## config.mk

```make
export PLATFORM = sky130hd
export DESIGN_NAME = keybank_poll_arbiter
export DESIGN_NICKNAME = d
export VERILOG_FILES = /design/src/rtl/keybank_poll_arbiter.sv
export SDC_FILE = /design/constraint.sdc
export NUM_CORES = 1
export LEC_CHECK = 0
export BUFFER_PORTS_ARGS = -buffer_cell sky130_fd_sc_hd__buf_2
export CORE_MARGIN = 1
export CORE_UTILIZATION = 53
export CTS_CLUSTER_DIAMETER = 40
export DETAILED_ROUTE_END_ITERATION = 10
export PLACE_DENSITY = 0.76
export SLEW_MARGIN = 30
export SYNTH_ARGS = -nofsm -noshare
export SYNTH_HDL_FRONTEND = slang
export SYNTH_SLANG_ARGS = --single-unit
```

## constraint.sdc

```tcl
create_clock -name clk -period 2.46 [get_ports clk]
set_clock_uncertainty 0.15 [all_clocks]
set_input_delay 0.738 -clock clk [delete_from_list [all_inputs] [get_ports clk]]
set_output_delay 0.738 -clock clk [all_outputs]
set_load 0.03 [all_outputs]
```

## src/rtl/keybank_poll_arbiter.sv

```systemverilog
// keybank_poll_arbiter
//
// Shares one polled CPU read port between NUM_SRC switch-bank sources. Each
// source's enter key is sampled, and a falling edge captures that source's
// switch word into its own pending slot. A round-robin arbiter presents one
// pending slot at a time through a status/data register pair. A data read
// with ack retires the presented entry.
//
// Ports
//   clk          system clock, rising edge
//   reset        synchronous, active-high reset
//   data_in      switch words, source i at [i*DATA_W +: DATA_W]
//   enter_key    enter keys, idle high, a press is a falling edge
//   a0           register select: 1 = status, 0 = data
//   ack          one-cycle read strobe
//   data_out     read data (combinational from a0 and the registers)
//   pending_any  any slot pending, or an entry is being presented
//
// Status word layout (a0 = 1)
//   bit 0                      valid (an entry is presented)
//   bits [2:1]                 grant
//   bits [3+NUM_SRC-1:3]       pending vector
//   bits [8+NUM_SRC-1:8]       overflow vector (sticky, cleared by status read)
module keybank_poll_arbiter #(
    parameter int NUM_SRC = 2,
    parameter int DATA_W  = 16
) (
    input  logic                      clk,
    input  logic                      reset,
    input  logic [NUM_SRC*DATA_W-1:0] data_in,
    input  logic [NUM_SRC-1:0]        enter_key,
    input  logic                      a0,
    input  logic                      ack,
    output logic [DATA_W-1:0]         data_out,
    output logic                      pending_any
);

    localparam int GW = (NUM_SRC > 1) ? $clog2(NUM_SRC) : 1;

    typedef enum logic {
        IDLE,
        PRESENT
    } state_t;

    state_t              state;
    logic [1:0]          hist [NUM_SRC];
    logic [DATA_W-1:0]   cap  [NUM_SRC];
    logic [NUM_SRC-1:0]  pending;
    logic [NUM_SRC-1:0]  ovf;
    logic [NUM_SRC-1:0]  ev;
    logic [NUM_SRC-1:0]  retire_sel;
    logic [NUM_SRC-1:0]  cap_load;
    logic [NUM_SRC-1:0]  ovf_set;
    logic [GW-1:0]       grant;
    logic [GW-1:0]       last_grant;
    logic [GW-1:0]       next_grant;
    logic [GW-1:0]       scan_idx;
    logic                scan_found;
    logic                retire;
    logic                status_rd;
    logic [DATA_W-1:0]   status;

    assign retire    = (state == PRESENT) && ack && !a0;
    assign status_rd = ack && a0;

    // Per-source event decode. A press that lands in the same cycle as the
    // retire of that source refills the slot instead of overflowing it.
    always_comb begin
        // NOTE: every combinational output gets a default first, so no path
        // through the block can leave it unassigned and infer a latch.
        ev         = '0;
        retire_sel = '0;
        cap_load   = '0;
        ovf_set    = '0;
        for (int i = 0; i < NUM_SRC; i++) begin
            ev[i]         = (hist[i] == 2'b10);
            retire_sel[i] = retire && (grant == GW'(i));
            cap_load[i]   = ev[i] && (!pending[i] || retire_sel[i]);
            ovf_set[i]    = ev[i] && pending[i] && !retire_sel[i];
        end
    end

    // Round-robin pick: first pending slot after last_grant, with wrap.
    always_comb begin
        next_grant = last_grant;
        scan_found = 1'b0;
        scan_idx   = '0;
        for (int k = 1; k <= NUM_SRC; k++) begin
            scan_idx = GW'((int'(last_grant) + k) % NUM_SRC);
            if (!scan_found && pending[scan_idx]) begin
                scan_found = 1'b1;
                next_grant = scan_idx;
            end
        end
    end

    // Key history, capture slots, pending and overflow flags.
    always_ff @(posedge clk) begin
        if (reset) begin
            // NOTE: the capture slots are reset too: a reset must drop any
            // entry in flight, and the slots are only a few flops wide.
            for (int i = 0; i < NUM_SRC; i++) begin
                hist[i] <= 2'b00;
                cap[i]  <= '0;
            end
            pending <= '0;
            ovf     <= '0;
        end else begin
            for (int i = 0; i < NUM_SRC; i++) begin
                // NOTE: non-blocking assignments so every register samples the
                // pre-edge values, independent of statement order.
                hist[i] <= {hist[i][0], enter_key[i]};
                if (cap_load[i]) begin
                    pending[i] <= 1'b1;
                    cap[i]     <= data_in[i*DATA_W +: DATA_W];
                end else if (retire_sel[i]) begin
                    pending[i] <= 1'b0;
                end
            end
            // A same-cycle overflow wins over the status-read clear.
            ovf <= (status_rd ? '0 : ovf) | ovf_set;
        end
    end

    // Presentation FSM. Reset leaves last_grant at the top source so that
    // source 0 is first in line.
    always_ff @(posedge clk) begin
        if (reset) begin
            state      <= IDLE;
            grant      <= '0;
            last_grant <= GW'(NUM_SRC - 1);
        end else begin
            case (state)
                IDLE: begin
                    if (|pending) begin
                        grant <= next_grant;
                        state <= PRESENT;
                    end
                end
                PRESENT: begin
                    if (retire) begin
                        last_grant <= grant;
                        state      <= IDLE;
                    end
                end
                default: state <= IDLE;
            endcase
        end
    end

    always_comb begin
        status                = '0;
        status[0]             = (state == PRESENT);
        status[2:1]           = 2'(grant);
        status[3 +: NUM_SRC]  = pending;
        status[8 +: NUM_SRC]  = ovf;
        if (a0) begin
            data_out = status;
        end else if (state == PRESENT) begin
            data_out = cap[grant];
        end else begin
            data_out = '0;
        end
    end

    assign pending_any = (|pending) || (state == PRESENT);

endmodule

```

==> results.md <==
- Synthesized area per cell: approximately 12 um^2
- Status: completed
- Worst hold margin: 0.318 ns
- CTS max path bufs: 2
- R2r setup slk: between 0.7 and 0.8 ns
- Number of global-route vias before repair: between 1000 and 1500
- Startpoint Class: primary input
- Sequential area share after synthesis: 53.4%
- Clock sinks: 44
- Final Hold Viols: 0
- Synth unique cells: 25
- FP Rows: 23
- GP Congestion: between 0.7 and 0.8
- Initial DRC count: 67
- Syn Inst Count: 192
- Post-Syn Area: about 2200 um^2
- DRT Pass-1 Iters: 4
- CTS Buf Count: 5
- Core footprint: about 4000 um^2
- Routed length per instance: 13.6 um
- YS warnings: 0
- Gr usage total: a little over 20%
- RSZ-0062 raised after global routing: false
- Top cells by area, synth: edfxtp_1 (43%), a21oi_2 (12%), dfxtp_1 (11%)
- Crit end category: output port
- Worst path required time: between 1.5 and 2 ns
- Via count: roughly 1600
- Vias/cell: 5.12
- Final worst path period share: 96.1%
- Total grt overflow: 0
- Path depth of the worst reg2reg path: 4
- Crit path from: a0
- Die width: around 67 um
- Post-route antenna net violation count: 0
- Final non-filler cell total: between 300 and 400
- Critical Path Fanout Max: 7
- Worst VDD drop: roughly 0.46 mV
- Residual DRC: 0
- Largest net degree at the start of global routing: 38
- Cells after DPL: slightly below 300
- First-pass GRT wire length: roughly 6700 um
- Initial antenna violation count: 0
- Reg clk slew, reported paths: approximately 0.07 ns
- NumNets Final: 291
- Htree depth: 2
- Setup Crit Path Kind: primary input to output port
- Slew @ Worst Pin: 0.482 ns
- Syn nets: 230
- Post-CTS setup buffer count: 0
- Setup Viol. Count Final: 0
- MaxCap Viol Count: 0
- HPWL Detailed: 3080 um
- Flops & latches, synth: between 40 and 50
- Hold Path Class: flip-flop to flip-flop
- Fmax: 423 MHz
- Min Tclk post-route: between 2 and 2.5 ns
- Slew Viols, Final: 0
- Initial core utilization: between 50% and 60%
- Full die area: approximately 4500 um^2
- PwrDens: between 500 and 600 nW/um^2
- Synthesis-to-finish area growth: 24.9%
- I/O pin cnt: 55
- DRT Wirelength: slightly above 4000 um
- CP endpoint: data_out[2]
- Fraction of layout cells with a size suffix above 1: between 40% and 50%
- RR Startpoint: state
- Worst-skew pair later-pin latency: 0.30 ns
- Worst reg2reg endpoint: cap[1][13]
- I/O Buffers: 54
- Fill cells: 313
- Die Span Y: ~67 um
- Post-CTS Hold Fix Bufs: 0
- Worst EP arrival: between 1 and 1.5 ns
- # diodes: 0
- Clock Root Buffer: clkbuf_8
- CTS tree: yes
- Synth top area share: a little over two fifths
- Worst slew margin: 67.9%
- Post-synth top area cell: edfxtp_1
- Min-delay src: hist[0][0]
- Setup TNS: 0 ns
- Core Util, Final: a little over two thirds
- Leakage: around 1.0 nW
[cell usage after synthesis]
| library cell | number |
|---|---|
| mux2_2 | 1 |
| edfxtp_1 | 32 |
| o21bai_4 | 1 |
| clkbuf_1 | 5 |
| nor2_1 | 11 |
| nand3b_1 | 3 |
| a21oi_2 | 30 |
| buf_6 | 6 |
| a21oi_1 | 5 |
| inv_1 | 2 |
| o21bai_2 | 1 |
| mux2i_1 | 15 |
| o21ai_0 | 7 |
| o31ai_1 | 2 |
| and4b_1 | 1 |
| buf_1 | 1 |
| or3_1 | 1 |
| nor2b_1 | 4 |
| buf_2 | 3 |
| a211o_1 | 2 |
| nand2b_1 | 38 |
| dfxtp_1 | 12 |
| nand2_1 | 7 |
| and4bb_1 | 1 |
| o21a_1 | 1 |
[critical path, cell delays in order]
cell and delay (ns):
buf_2 0.11, nand2b_4 0.17, buf_4 0.20, nor2_4 0.10
buf_4 0.16
[power breakdown]
part	internal (mW)	switching (mW)
clock	0.295	0.228
sequential	0.836	0.0178
combinational	0.0977	0.130
[placed cells by master, fill, tap and decap left out, types with 2 or more instances in the layout]
| master | Yosys | routed |
|---|---|---|
| dfxtp_1 | 12 | 11 |
| nand3b_1 | 3 | 3 |
| clkbuf_8 | 0 | 5 |
| buf_4 | 0 | 23 |
| buf_2 | 3 | 44 |
| o21ai_0 | 7 | 7 |
| a21oi_1 | 5 | 5 |
| nor2_4 | 0 | 7 |
| a21oi_2 | 30 | 30 |
| nor2b_1 | 4 | 4 |
| nand2b_1 | 38 | 37 |
| clkinv_1 | 0 | 2 |
| nand2_1 | 7 | 7 |
| o31ai_1 | 2 | 2 |
| mux2i_1 | 15 | 15 |
| edfxtp_1 | 32 | 32 |
| o21bai_4 | 1 | 2 |
| a211o_1 | 2 | 2 |
| inv_1 | 2 | 2 |
| nor2_1 | 11 | 3 |
[cells by family (layout without fill, tap and decap cells)]
family	after synthesis	in the layout	synth area share, %
compound gates	49	49	17.5
mux	16	16	7.17
flops	44	44	53.4
buf+inv	17	79	5.01
simple gates	66	66	17.0
[worst min path at each step]
stage                 endpoint  depth (start not counted)
detailed placement  hist[0][1]                          1
floorplan           hist[0][1]                          1
global route        hist[0][1]                          1
CTS                 hist[0][1]                          1
finish              hist[0][1]                          1
global placement    hist[0][3]                          1
[state kept, by name, summed over array words and instances, names as in the netlist, named ones only]
| signal | flops |
|---|---|
| ovf | 2 |
| state | 1 |
| grant | 1 |
| last_grant | 1 |
| hist | 4 |
| pending | 2 |
| cap | 32 |
[through the flow]
stage	power, mW	setup WS [ns]	instance area [um^2]
3_3_place_gp	1.09	-0.0737	2670
5_1_grt	1.67	0.0273	2810
2_1_floorplan	1.02	-0.213	2310
6_report	1.60	0.0954	2810
3_5_place_dp	1.09	-0.0674	2670
4_1_cts	1.61	0.00497	2800
[final cells by class]
| type | count | area [um^2] | area share [%] |
|---|---|---|---|
| clock inverter | 3 | 37.5 | 1.34 |
| tap | 50 | 62.6 | 2.23 |
| inverter | 2 | 7.51 | 0.267 |
| clock buffer | 5 | 68.8 | 2.45 |
| timing repair buffer | 69 | 424 | 15.1 |
| multi-input combinational | 131 | 1010 | 35.8 |
| sequential | 44 | 1200 | 42.8 |
[per-layer routing]
layer / vias to the layer above / wire (um) / track usage, %
met5: - / 0 / 0
met1: 716 / 1920 / 26.8
li1: 792 / - / -
met4: 0 / 90 / 10.4
met3: 9 / 156 / 4.05
met2: 39 / 1970 / 33.3
[what timing repair did]
action	in CTS	in global routing
resized for setup	12	2
endpoints found under the setup margin	12	10
pin swaps	0	0
Note: power is estimated with default switching activity, not from simulation.
